### src/rtl/i2c_axi_pkg.sv
// ============================================================================
// Module   : i2c_axi_pkg
// Purpose  : AXI IIC register map, AXI response codes and master FSM states.
// Revision : 1.0
// ============================================================================
`default_nettype none

package i2c_axi_pkg;

    localparam logic [31:0] REG_ISR     = 32'h0000_0020;
    localparam logic [31:0] REG_CR      = 32'h0000_0100;
    localparam logic [31:0] REG_SR      = 32'h0000_0104;
    localparam logic [31:0] REG_TXFIFO  = 32'h0000_0108;
    localparam logic [31:0] REG_RXFIFO  = 32'h0000_010C;
    localparam logic [31:0] REG_RX_PIRQ = 32'h0000_0120;
    localparam logic [31:0] REG_GPO     = 32'h0000_0124;

    localparam logic [1:0] RESP_OKAY   = 2'b00;
    localparam logic [1:0] RESP_SLVERR = 2'b10;
    localparam logic [1:0] RESP_DECERR = 2'b11;

    typedef enum logic [2:0] {
        S_IDLE    = 3'd0,
        S_WR_AW_W = 3'd1,
        S_WR_B    = 3'd2,
        S_RD_AR   = 3'd3,
        S_RD_R    = 3'd4,
        S_DONE    = 3'd5
    } axi_state_e;

    function automatic logic resp_is_err(input logic [1:0] resp);
        return resp != RESP_OKAY;
    endfunction

endpackage

`default_nettype wire

### src/rtl/i2c_axi_lite_master.sv
// ============================================================================
// Module   : i2c_axi_lite_master
// Purpose  : Turns sequencer wr/rd request pulses into single AXI4-Lite
//            transactions, with a completion timeout and error reporting.
// Revision : 1.0
// ============================================================================
`default_nettype none

module i2c_axi_lite_master
    import i2c_axi_pkg::*;
#(
    parameter int AXI_ADDR_WIDTH = 32,
    parameter int AXI_DATA_WIDTH = 32,
    parameter int TIMEOUT_CYCLES = 1024
) (
    input  logic                        aclk,
    input  logic                        areset,
    input  logic                        seq_axi_wr_req,
    input  logic                        seq_axi_rd_req,
    input  logic [AXI_ADDR_WIDTH-1:0]   seq_axi_addr,
    input  logic [AXI_DATA_WIDTH-1:0]   seq_axi_wdata,
    output logic                        seq_axi_ack,
    output logic [AXI_DATA_WIDTH-1:0]   seq_axi_rdata,
    output logic                        seq_axi_err,
    output logic                        timeout_sticky,
    output logic [AXI_ADDR_WIDTH-1:0]   m_axi_awaddr,
    output logic [2:0]                  m_axi_awprot,
    output logic                        m_axi_awvalid,
    input  logic                        m_axi_awready,
    output logic [AXI_DATA_WIDTH-1:0]   m_axi_wdata,
    output logic [AXI_DATA_WIDTH/8-1:0] m_axi_wstrb,
    output logic                        m_axi_wvalid,
    input  logic                        m_axi_wready,
    input  logic [1:0]                  m_axi_bresp,
    input  logic                        m_axi_bvalid,
    output logic                        m_axi_bready,
    output logic [AXI_ADDR_WIDTH-1:0]   m_axi_araddr,
    output logic                        m_axi_arvalid,
    input  logic                        m_axi_arready,
    input  logic [AXI_DATA_WIDTH-1:0]   m_axi_rdata,
    input  logic [1:0]                  m_axi_rresp,
    input  logic                        m_axi_rvalid,
    output logic                        m_axi_rready
);

    localparam int TIMER_W = (TIMEOUT_CYCLES > 1) ? $clog2(TIMEOUT_CYCLES) : 1;
    localparam logic [TIMER_W-1:0] TIMER_LIMIT =
        TIMER_W'((TIMEOUT_CYCLES > 0) ? TIMEOUT_CYCLES - 1 : 0);

    axi_state_e         state;
    logic [TIMER_W-1:0] timer;
    logic               busy;
    logic               expire;
    logic               final_hs;

    assign busy     = (state == S_WR_AW_W) || (state == S_WR_B) ||
                      (state == S_RD_AR)   || (state == S_RD_R);
    assign expire   = (TIMEOUT_CYCLES != 0) && (timer == TIMER_LIMIT);
    // A B/R beat arriving on the expiry cycle still completes normally.
    assign final_hs = ((state == S_WR_B) && m_axi_bvalid) ||
                      ((state == S_RD_R) && m_axi_rvalid);

    assign m_axi_awprot = 3'b000;
    assign m_axi_wstrb  = '1;

    always_ff @(posedge aclk or posedge areset) begin
        if (areset) begin
            state          <= S_IDLE;
            timer          <= '0;
            m_axi_awaddr   <= '0;
            m_axi_awvalid  <= 1'b0;
            m_axi_wdata    <= '0;
            m_axi_wvalid   <= 1'b0;
            m_axi_bready   <= 1'b0;
            m_axi_araddr   <= '0;
            m_axi_arvalid  <= 1'b0;
            m_axi_rready   <= 1'b0;
            seq_axi_ack    <= 1'b0;
            seq_axi_err    <= 1'b0;
            seq_axi_rdata  <= '0;
            timeout_sticky <= 1'b0;
        end else begin
            seq_axi_ack <= 1'b0;
            if (busy) begin
                timer <= timer + TIMER_W'(1);
            end
            if (busy && expire && !final_hs) begin
                m_axi_awvalid  <= 1'b0;
                m_axi_wvalid   <= 1'b0;
                m_axi_bready   <= 1'b0;
                m_axi_arvalid  <= 1'b0;
                m_axi_rready   <= 1'b0;
                seq_axi_ack    <= 1'b1;
                seq_axi_err    <= 1'b1;
                timeout_sticky <= 1'b1;
                state          <= S_DONE;
            end else begin
                case (state)
                    S_IDLE: begin
                        if (seq_axi_wr_req) begin
                            m_axi_awaddr  <= seq_axi_addr;
                            m_axi_wdata   <= seq_axi_wdata;
                            m_axi_awvalid <= 1'b1;
                            m_axi_wvalid  <= 1'b1;
                            timer         <= '0;
                            state         <= S_WR_AW_W;
                        end else if (seq_axi_rd_req) begin
                            m_axi_araddr  <= seq_axi_addr;
                            m_axi_arvalid <= 1'b1;
                            timer         <= '0;
                            state         <= S_RD_AR;
                        end
                    end
                    S_WR_AW_W: begin
                        // A low valid doubles as the "channel done" flag.
                        if (m_axi_awready) begin
                            m_axi_awvalid <= 1'b0;
                        end
                        if (m_axi_wready) begin
                            m_axi_wvalid <= 1'b0;
                        end
                        if ((!m_axi_awvalid || m_axi_awready) &&
                            (!m_axi_wvalid  || m_axi_wready)) begin
                            m_axi_bready <= 1'b1;
                            state        <= S_WR_B;
                        end
                    end
                    S_WR_B: begin
                        if (m_axi_bvalid) begin
                            m_axi_bready <= 1'b0;
                            seq_axi_err  <= resp_is_err(m_axi_bresp);
                            seq_axi_ack  <= 1'b1;
                            state        <= S_DONE;
                        end
                    end
                    S_RD_AR: begin
                        if (m_axi_arready) begin
                            m_axi_arvalid <= 1'b0;
                            m_axi_rready  <= 1'b1;
                            state         <= S_RD_R;
                        end
                    end
                    S_RD_R: begin
                        if (m_axi_rvalid) begin
                            m_axi_rready  <= 1'b0;
                            seq_axi_rdata <= m_axi_rdata;
                            seq_axi_err   <= resp_is_err(m_axi_rresp);
                            seq_axi_ack   <= 1'b1;
                            state         <= S_DONE;
                        end
                    end
                    S_DONE: begin
                        seq_axi_err <= 1'b0;
                        state       <= S_IDLE;
                    end
                    default: begin
                        state <= S_IDLE;
                    end
                endcase
            end
        end
    end

endmodule

`default_nettype wire

### config.mk
export PLATFORM = sky130hd
export DESIGN_NAME = i2c_axi_lite_master
export DESIGN_NICKNAME = d
export VERILOG_FILES = /design/src/rtl/i2c_axi_pkg.sv /design/src/rtl/i2c_axi_lite_master.sv
export SDC_FILE = /design/constraint.sdc
export NUM_CORES = 1
export LEC_CHECK = 0
export CORE_UTILIZATION = 46
export DETAILED_ROUTE_END_ITERATION = 12
export GPL_TIMING_DRIVEN = 1
export HOLD_SLACK_MARGIN = 0.02
export PLACE_DENSITY = 0.9
export SLEW_MARGIN = 25
export SYNTH_ARGS = -nofsm -noshare
export SYNTH_HDL_FRONTEND = slang
export SYNTH_SLANG_ARGS = --single-unit
export TNS_END_PERCENT = 5
### constraint.sdc
create_clock -name aclk -period 8.1 [get_ports aclk]
set_clock_uncertainty 0.05 [all_clocks]
set_input_delay 0.81 -clock aclk [delete_from_list [all_inputs] [get_ports aclk]]
set_output_delay 0.81 -clock aclk [all_outputs]
set_load 0.05 [all_outputs]
==> results.ini <==
[setup_path]
crit_type=reg2reg
worstSetupEndpointType=flop
cp.buffers_inverters=0
crit_chain=nor3_2 > nand3b_2 > mux2_2
cp.arrival_ns=2.96
cp_top_family=simple AND/OR/NAND/NOR gates
slowest_delay_ns=0.77
crit_required_ns=8.34
critPathSlowestCell=nand3b_2
path_max_fanout=33
start_kind=flop

[synthesis]
netlist_instances=550
synth_area_per_cell_um2=11.0
synth_most_common_cell=nand2_1
async_reset_ff_share_pct=100
netlist.area_leader.share_pct=61.7
synth_edf_count=0
synth-seq-area-share_pct=61.7
syn_area_mm2=0.00604
ys_top_cells_by_count=204 x nand2_1, 149 x dfrtp_1, 64 x mux2_2, 14 x buf_2
yosysWarnings=0
synth_area_leader_cell=dfrtp_1
synth.distinct_cells=45
synth-main-ff-cell=dfrtp_1
netlist_top_cells_area=dfrtp_1 62%, nand2_1 13%, mux2_2 12%
ys_seq_elements=149

[die]
rows=41
die_w_um=117
core_area_mm2=0.0127
start_util_pct=47.5
die_area_mm2=0.0136
ios=252
die_y_um=117

[global_route]
globalRouteOverflowTotal=0
antenna_found_initial=0
met2_usage_pct=40.1
grt_pass1_wl_um=24300
grt_pass1_vias=4940
met1_usage_pct=26.5
top_usage_layer=met2
track_usage_pct=23.9
grt_max_degree=92
grt_use_met3_pct=10.0

[clock_network]
clockBufferDepth=2
cts-root-buf=clkbuf_16
clkTransAtPathRegs_ns=0.06
cts_tree=done
cts_hold_buffers=0
postCtsSetupRepairBufs=0
clkLatencyLatePin_ns=0.41
cts_buffers=17
h-tree-depth=4
cts.sinks=149
post_cts_resized=0

[pwr]
powerDensity_mw_per_mm2=510
ir_drop_mv=0.384
power.total_mw=4.68
power.leakage_nw=4.19

[timing]
hold_violations=0
setup_ws_ns=5.38
min_period_ns=2.72
timing.slew.headroom_pct=38.9
slew_violations=0
hold_ws_ns=0.420
rsz0062_at_grt=no
fmax_ghz=0.367
setup_viol=0
fin_crit_sh_pct=33.6
tightestPinTransition_ns=0.912
tns_ns=0

[layout]
nNetsFinal=896
drive_gt1_share_pct=13.3
synthToLayoutAreaGrowth_pct=52.1
n_antenna_cell=0
final_cell_area_mm2=0.00919

[route]
drc_errors=0
dr.pass1.iters=4
drtIter0Drc=166
vias_per_cell=5.02
ant_nets=0
routed_wl_um=15900
vias=4872
wl_per_cell_um=16.4

[min_path]
min_path_type=reg2reg

[run]
cap_viol_max_count=0

[place]
hpwl_um=11300
portBuffers=244
dp_slack_ns=5.11
place_area_mm2=0.00856
gp_congestion=0.793

[run_status]
status=finished clean

through the flow:
step	util, %	std cells
after floorplan	-	555
after global placement	67.3	939
after detailed placement	67.3	939
after CTS	72.2	971
after global routing	72.2	971
final	72.2	971
metal layers:
metal | part of all wire, % | wire length (um)
met1 | 38 | 6130
met2 | 48 | 7630
met3 | 11 | 1810
met4 | 2.3 | 372
met5 | 0 | 0
cell families (layout without fill, tap and decap cells):
| logic type | after synthesis | count (layout) | share of synthesized area, % |
|---|---|---|---|
| AND/OR/NAND/NOR | 250 | 250 | 17.5 |
| flip-flops | 149 | 149 | 61.7 |
| multiplexers | 72 | 72 | 13.3 |
| buffers and inverters | 39 | 283 | 3.27 |
| AO/OA/AOI/OAI | 34 | 34 | 3.54 |
| XOR/XNOR | 3 | 3 | 0.435 |
| other | 2 | 7 | 0.124 |
| adder cells (fa/ha/maj) | 1 | 1 | 0.207 |
worst register-to-register path, delay by kind of cell, from the launching register on:
kind             cells  cell delay (ns)
and+or+nand+nor      2             1.36
muxes                1             0.58
DFF                  1             0.61
layout make-up:
class,count,area [um2]
timing repair buffer,246,2460
multi-input combinational,367,2140
sequential,149,3730
inverter,5,23.8
clock buffer,19,443
clock inverter,13,180
tap,172,215
fill,851,3530
layout by cell type, fill, tap and decap left out, types with 2 or more instances in the layout:
cell type,instances
a31oi_1,3
nand4_1,2
nand3_1,4
inv_1,4
nor2_1,12
mux2i_1,8
dfrtp_1,149
or3_1,2
o21ai_0,10
clkbuf_16,17
xnor2_1,3
nor3_1,6
clkdlybuf4s50_1,244
o31ai_1,2
nand2_1,203
clkinv_2,4
inv_6,2
clkinvlp_4,3
nand2b_1,7
conb_1,7
o211ai_1,2
mux2_2,64
a21oi_1,7
buf_4,2
bufinv_16,4
a221oi_1,2
flip-flops by register name (all words and copies together) (netlist names), 3 cells and up:
| signal | cells |
|---|---|
| m_axi_awaddr | 32 |
| m_axi_wdata | 32 |
| state | 3 |
| m_axi_araddr | 32 |
| timer | 10 |
| seq_axi_rdata | 32 |
power breakdown:
group | internal, mW | switching, mW
clock | 0.522 | 0.298
combinational | 0.871 | 1.67
sequential | 1.09 | 0.230
total | 2.48 | 2.20
path summary, 6_finish.rpt:
check / endpoint / slack, ns / start / cells after the start
worst min register to register: m_axi_wdata[29] / 0.42 / m_axi_wdata[29] / 2
worst min-delay path: m_axi_wdata[29] / 0.42 / m_axi_wdata[29] / 2
worst max register to register: m_axi_araddr[8] / 5.38 / state[2] / 3
max in group asynchronous: m_axi_awaddr[3] / 5.81 / areset / 3
worst max-delay path: m_axi_araddr[8] / 5.38 / state[2] / 3
min in group asynchronous: m_axi_wdata[22] / 0.89 / areset / 2
(Power assumes the default switching activity.)
